--- src/rtl/slice_feeder.sv ---
// Stream-to-slice controller: turns a valid/ready pixel stream into wen/pop/wdata for a shift slice buffer
// and presents full windows to the kernel. Optional sticky short-row flag: SLICE_FEEDER_SHORT_ROW_ERR_EN.
module slice_feeder #(
  parameter int DWIDTH = 8,
  parameter int DEPTH  = 3,
  parameter int CWIDTH = 10
) (
  input  logic              clk,
  input  logic              rst,
  input  logic              s_valid,
  output logic              s_ready,
  input  logic [DWIDTH-1:0] s_data,
  input  logic              s_last,
  output logic              wen,
  output logic              pop,
  output logic [DWIDTH-1:0] wdata,
  output logic              win_valid,
  input  logic              win_ready,
  output logic [CWIDTH-1:0] win_col,
  output logic [1:0]        dbg_state
`ifdef SLICE_FEEDER_SHORT_ROW_ERR_EN
  ,
  output logic              short_err
`endif
);

  localparam int PW = $clog2(DEPTH + 1);
  localparam logic [PW-1:0] DEPTH_C = PW'(DEPTH);

  typedef enum logic [1:0] {
    IDLE   = 2'd0,
    FILL   = 2'd1,
    STREAM = 2'd2,
    FLUSH  = 2'd3
  } state_t;

  state_t        state;
  logic          pending;
  logic [PW-1:0] pop_cnt;
  logic          last_win;

  logic          stall;
  logic          accept;
  logic          consume;
  logic          flush_exit;
  logic          win_fire;
  logic [PW-1:0] cnt_inc;

  // Both handshakes: a transfer happens on a rising edge where valid and ready are both high;
  // valid never depends on ready, and ready may drop while valid is held.
  assign stall      = win_valid & ~win_ready;
  assign s_ready    = (state != FLUSH) & ~stall & rst;
  assign accept     = s_valid & s_ready;
  assign consume    = win_valid & win_ready;
  assign flush_exit = (state == FLUSH) & ~stall;

  assign wen   = accept;
  assign wdata = s_data;
  assign pop   = (accept & pending) | flush_exit;

  assign cnt_inc  = (pop_cnt == DEPTH_C) ? DEPTH_C : pop_cnt + 1'b1;
  assign win_fire = pop & (cnt_inc == DEPTH_C);

  assign dbg_state = state;

  always_ff @(posedge clk or negedge rst) begin
    if (!rst) begin
      state     <= IDLE;
      pending   <= 1'b0;
      pop_cnt   <= '0;
      win_valid <= 1'b0;
      win_col   <= '0;
      last_win  <= 1'b0;
`ifdef SLICE_FEEDER_SHORT_ROW_ERR_EN
      short_err <= 1'b0;
`endif
    end else begin
      case (state)
        IDLE: begin
          if (accept) state <= s_last ? FLUSH : FILL;
        end
        FILL: begin
          if (accept & s_last) state <= FLUSH;
          else if (win_fire)   state <= STREAM;
        end
        STREAM: begin
          if (accept & s_last) state <= FLUSH;
        end
        FLUSH: begin
          if (flush_exit) state <= IDLE;
        end
        default: state <= IDLE;
      endcase

      if (flush_exit)  pending <= 1'b0;
      else if (accept) pending <= 1'b1;

      if (flush_exit) pop_cnt <= '0;
      else if (pop)   pop_cnt <= cnt_inc;

      if (win_fire)     win_valid <= 1'b1;
      else if (consume) win_valid <= 1'b0;

      // The window made by the trailing pop still belongs to the finished row, so the
      // column restart is deferred until that window is consumed.
      if (consume) begin
        win_col <= last_win ? '0 : win_col + 1'b1;
        if (last_win) last_win <= 1'b0;
      end
      if (flush_exit) begin
        if (win_fire) last_win <= 1'b1;
        else          win_col  <= '0;
      end

`ifdef SLICE_FEEDER_SHORT_ROW_ERR_EN
      if (flush_exit && (cnt_inc < DEPTH_C)) short_err <= 1'b1;
`endif
    end
  end

endmodule

--- config.mk ---
export PLATFORM = sky130hd
export DESIGN_NAME = slice_feeder
export DESIGN_NICKNAME = d
export VERILOG_FILES = /design/src/rtl/slice_feeder.sv
export SDC_FILE = /design/constraint.sdc
export NUM_CORES = 1
export LEC_CHECK = 0
export BUFFER_PORTS_ARGS = -buffer_cell sky130_fd_sc_hd__clkbuf_2
export CAP_MARGIN = 20
export CORE_MARGIN = 10
export CORE_UTILIZATION = 51
export CTS_BUF_LIST = sky130_fd_sc_hd__clkbuf_4
export DETAILED_ROUTE_END_ITERATION = 8
export PLACE_DENSITY = 0.87
export SYNTH_ARGS = -nofsm -noshare
export SYNTH_HDL_FRONTEND = slang
export SYNTH_SLANG_ARGS = --single-unit
--- constraint.sdc ---
create_clock -name clk -period 2.33 [get_ports clk]
set_input_delay 0.1165 -clock clk [delete_from_list [all_inputs] [get_ports clk]]
set_output_delay 0.1165 -clock clk [all_outputs]
set_load 0.02 [all_outputs]
==> flow_results.xml <==
<?xml version="1.0" encoding="UTF-8"?>
<metrics>
  <group name="global_routing">
    <metric name="grt.overflow.total" unit="">0</metric>
    <metric name="antenna_violations_before_repair" unit="">0</metric>
    <metric name="track_usage" unit="%">10.8</metric>
    <metric name="grt_start_max_net_pins" unit="">16</metric>
    <metric name="grt_pass1_wl" unit="µm">3690</metric>
    <metric name="grt_pass1_vias" unit="">814</metric>
  </group>
  <group name="setup_path">
    <metric name="worstPathMaxFanout" unit="">7</metric>
    <metric name="worst_setup_path_start_kind" unit="">register</metric>
    <metric name="worst-setup-path-type" unit="">reg2reg</metric>
    <metric name="crit_slowest_cell" unit="">sky130_fd_sc_hd__dfrtp_1</metric>
    <metric name="count_of_cells_along_the_worst_register_to_register_path" unit="">5</metric>
    <metric name="rrSetupSlack" unit="ps">440</metric>
    <metric name="cp.arrival" unit="ps">2070</metric>
    <metric name="worstReg2RegStart" unit="">dbg_state[0]</metric>
    <metric name="worstPathRequired" unit="ps">2510</metric>
    <metric name="cp_cell_sequence" unit="">ha_1 &gt; nor4b_4 &gt; mux2_1 &gt; nor4_2 &gt; a211oi_2</metric>
    <metric name="total_buffers_and_inverters_traversed_by_the_critical_path" unit="">0</metric>
    <metric name="path_delay_family" unit="">simple AND/OR/NAND/NOR gates</metric>
    <metric name="longest_individual_stage_delay_on_the_worst_path" unit="ps">450</metric>
    <metric name="reg_to_reg_endpoint" unit="">dbg_state[0]</metric>
    <metric name="setup.worst_path.end_class" unit="">register</metric>
  </group>
  <group name="power_and_ir_drop">
    <metric name="cell_internal_pwr" unit="mW">0.632</metric>
    <metric name="clockPowerShare" unit="%">14.4</metric>
    <metric name="power.density_cell_area" unit="nW/µm²">1000</metric>
    <metric name="switching_share" unit="%">44.4</metric>
    <metric name="comb_power_share" unit="%">48.4</metric>
    <metric name="p_leak" unit="nW">0.554</metric>
    <metric name="seq_power_share" unit="%">37.3</metric>
    <metric name="ir_drop" unit="V">0.000662</metric>
    <metric name="net-switching-power" unit="mW">0.505</metric>
  </group>
  <group name="place">
    <metric name="place_hpwl" unit="µm">1780</metric>
    <metric name="placed_cells_incl_taps" unit="">142</metric>
    <metric name="routabilityCongestion" unit="">0.825</metric>
    <metric name="port_buffers" unit="">20</metric>
  </group>
  <group name="clock_network">
    <metric name="cts.htree.levels" unit="">1</metric>
    <metric name="cts_tree" unit="">yes</metric>
    <metric name="cts_num_sinks" unit="">17</metric>
    <metric name="tritoncts.num_buffers" unit="">3</metric>
    <metric name="cts_clock_pin_slew_for_the_worst_setup_and_hold_paths" unit="ps">100</metric>
    <metric name="cts-root-to-sink-buffers" unit="">2</metric>
    <metric name="cts_setup_buffers" unit="">0</metric>
    <metric name="worstSkewPairLatency" unit="ps">300</metric>
    <metric name="clockRootBuffer" unit="">sky130_fd_sc_hd__clkbuf_4</metric>
  </group>
  <group name="sta">
    <metric name="worst_clk_skew" unit="ps">4.34</metric>
    <metric name="fmaxAchievable" unit="MHz">528</metric>
    <metric name="layout_worst_path_cycle_share" unit="%">81.3</metric>
    <metric name="setup_violations" unit="">0</metric>
    <metric name="tightest_slew" unit="ps">578</metric>
    <metric name="slew_headroom" unit="%">61.3</metric>
    <metric name="period_minus_ws_final" unit="ps">1890</metric>
    <metric name="report.final.hold_viol_count" unit="">0</metric>
    <metric name="timing.setup.tns" unit="ps">0</metric>
    <metric name="maxSlewViolCount" unit="">0</metric>
    <metric name="rsz_0062_raised_after_global_routing" unit="">false</metric>
  </group>
  <group name="synthesis">
    <metric name="post_synth_num_cell_types" unit="">31</metric>
    <metric name="fraction_of_the_yosys_area_taken_by_sequential_cells" unit="%">41.4</metric>
    <metric name="synth_area_per_cell" unit="µm²">9.99</metric>
    <metric name="synth_edf_count" unit="">0</metric>
    <metric name="mappedNetlistNets" unit="">122</metric>
    <metric name="ys_ff_latch" unit="">17</metric>
    <metric name="synth_area" unit="µm²">1030</metric>
    <metric name="postSynth.asyncResetShare" unit="%">100</metric>
    <metric name="ys.warnings.count" unit="">0</metric>
    <metric name="dominantRegCellSynth" unit="">sky130_fd_sc_hd__dfrtp_1</metric>
    <metric name="syn-instance-count" unit="">103</metric>
  </group>
  <group name="routing">
    <metric name="dr.pass1.iters" unit="">4</metric>
    <metric name="count_of_unresolved_drc_violations_after_routing" unit="">0</metric>
    <metric name="initial_drc_count" unit="">27</metric>
    <metric name="route.detailed.vias_per_inst" unit="">5.33</metric>
    <metric name="routed-via-count" unit="">784</metric>
    <metric name="avgRoutedWirePerCell" unit="µm">14.9</metric>
    <metric name="post_drt_antenna_nets" unit="">0</metric>
    <metric name="totalWireLength" unit="µm">2190</metric>
  </group>
  <group name="run">
    <metric name="maxCapViolations" unit="">0</metric>
  </group>
  <group name="worst_hold_path">
    <metric name="hp-start" unit="">s_last</metric>
    <metric name="holdCritPathClass" unit="">in2reg</metric>
    <metric name="worstHoldPathCells" unit="">3</metric>
    <metric name="hold-path-endpoint" unit="">dbg_state[1]</metric>
  </group>
  <group name="floorplan">
    <metric name="die_width" unit="µm">64.9</metric>
    <metric name="starting_utilization_of_the_core_area" unit="%">53.0</metric>
    <metric name="core_area" unit="µm²">1940</metric>
    <metric name="die_height" unit="µm">64.9</metric>
    <metric name="io_pins" unit="">37</metric>
    <metric name="placement_rows" unit="">16</metric>
    <metric name="die-area" unit="µm²">4210</metric>
  </group>
  <group name="final_layout">
    <metric name="layout_common_cells" unit="">20 x sky130_fd_sc_hd__clkbuf_2, 17 x sky130_fd_sc_hd__nor2_1, 17 x sky130_fd_sc_hd__dfrtp_1</metric>
    <metric name="layout.cells.most_common" unit="">sky130_fd_sc_hd__clkbuf_2</metric>
    <metric name="final_cells" unit="">147</metric>
    <metric name="register_area" unit="µm²">425</metric>
    <metric name="n_antenna_cell" unit="">0</metric>
    <metric name="fill_cell_total_of_the_finished_layout" unit="">179</metric>
    <metric name="multiInputGateArea" unit="µm²">517</metric>
    <metric name="drive_gt1_share" unit="%">25.0</metric>
    <metric name="areaGrowthSynthToFinish" unit="%">10.5</metric>
    <metric name="nNetsFinal" unit="">140</metric>
  </group>
  <group name="outcome">
    <metric name="run_status" unit="">finished clean</metric>
  </group>
</metrics>
-- worst max-delay path by stage --
stage	from	endpoint	cells past startpoint
2_1_floorplan	dbg_state[0]	dbg_state[0]	5
3_3_place_gp	dbg_state[0]	dbg_state[0]	5
3_5_place_dp	dbg_state[0]	dbg_state[0]	5
4_1_cts	dbg_state[0]	dbg_state[0]	5
5_1_grt	dbg_state[0]	dbg_state[0]	5
6_report	dbg_state[0]	dbg_state[0]	5
-- power by group through the flow --
stage / Clock, mW / Combinational, mW / Sequential (mW)
after detailed placement: 0 / 0.555 / 0.431
after global routing: 0.168 / 0.615 / 0.437
final: 0.163 / 0.549 / 0.424
after CTS: 0.166 / 0.559 / 0.425
after global placement: 0 / 0.535 / 0.425
after floorplan: 0 / 0.401 / 0.456
-- layer usage --
metal / up-vias / wire, µm / share of wire [%] / GRT usage (%)
met5: - / 0 / 0 / 0
met4: 0 / 27 / 1.2 / 5.08
met3: 4 / 220 / 10 / 4.64
met2: 27 / 1090 / 49 / 18.7
met1: 371 / 859 / 39 / 10.9
li1: 382 / - / - / -
-- cells by family (layout without fill, tap and decap cells) --
| logic type | count (synthesis) | count (layout) | share of synthesized area [%] |
|---|---|---|---|
| simple gates | 42 | 42 | 23.7 |
| flops | 17 | 17 | 41.4 |
| compound gates | 13 | 13 | 8.52 |
| buf+inv | 13 | 30 | 8.39 |
| xor+xnor | 9 | 9 | 7.66 |
| fa+ha+maj | 6 | 6 | 7.30 |
| mux | 3 | 3 | 3.04 |
-- repair_timing --
item	in CTS	in global routing
hold buffers	1	0
endpoints found under the setup margin	0	0
endpoints found under the hold margin	17	0
resized for setup	0	0
-- tightest hold or removal path: cells and delay by family --
family | cells | cell delay, ps
multiplexers | 2 | 180
buffers and inverters | 1 | 100
-- layout make-up --
class	count	share of cell area [%]
clock buffer	3	1.98
sequential	17	37.4
inverter	4	1.32
multi-input combinational	73	45.5
timing repair buffer	22	10.4
clock inverter	1	0.441
tap	27	2.97
-- synthesized netlist by cell type (all sizes together), types with 2 or more instances --
cell	number	area, µm²
ha	6	75.1
xor2	7	61.3
nand3	3	15.0
xnor2	2	17.5
mux2i	2	20.0
buf	9	71.3
nor2	17	63.8
inv	4	15.0
and2	2	12.5
nand2	6	22.5
nor3b	2	15.0
nand2b	2	12.5
a21oi	5	25.0
a211oi	2	20.0
nand4	3	18.8
nor3	2	21.3
and3	2	12.5
dfrtp	17	425
-- registers in the layout (all words and copies together) (netlist names) --
name,count
last_win,1
pop_cnt,2
win_col,10
pending,1
win_valid,1
dbg_state,2
-- per-stage QoR --
stage	worst slack [ps]	hold WS, ps	cell area [µm²]	util [%]	power, mW
2_1_floorplan	511	-179	1030	-	0.857
3_3_place_gp	541	-59.2	1100	56.6	0.960
3_5_place_dp	457	-58.4	1100	56.6	0.985
4_1_cts	422	140	1140	58.5	1.15
5_1_grt	344	170	1140	58.5	1.22
6_report	436	147	1140	58.5	1.14
Note: power is estimated with default switching activity, not from simulation.
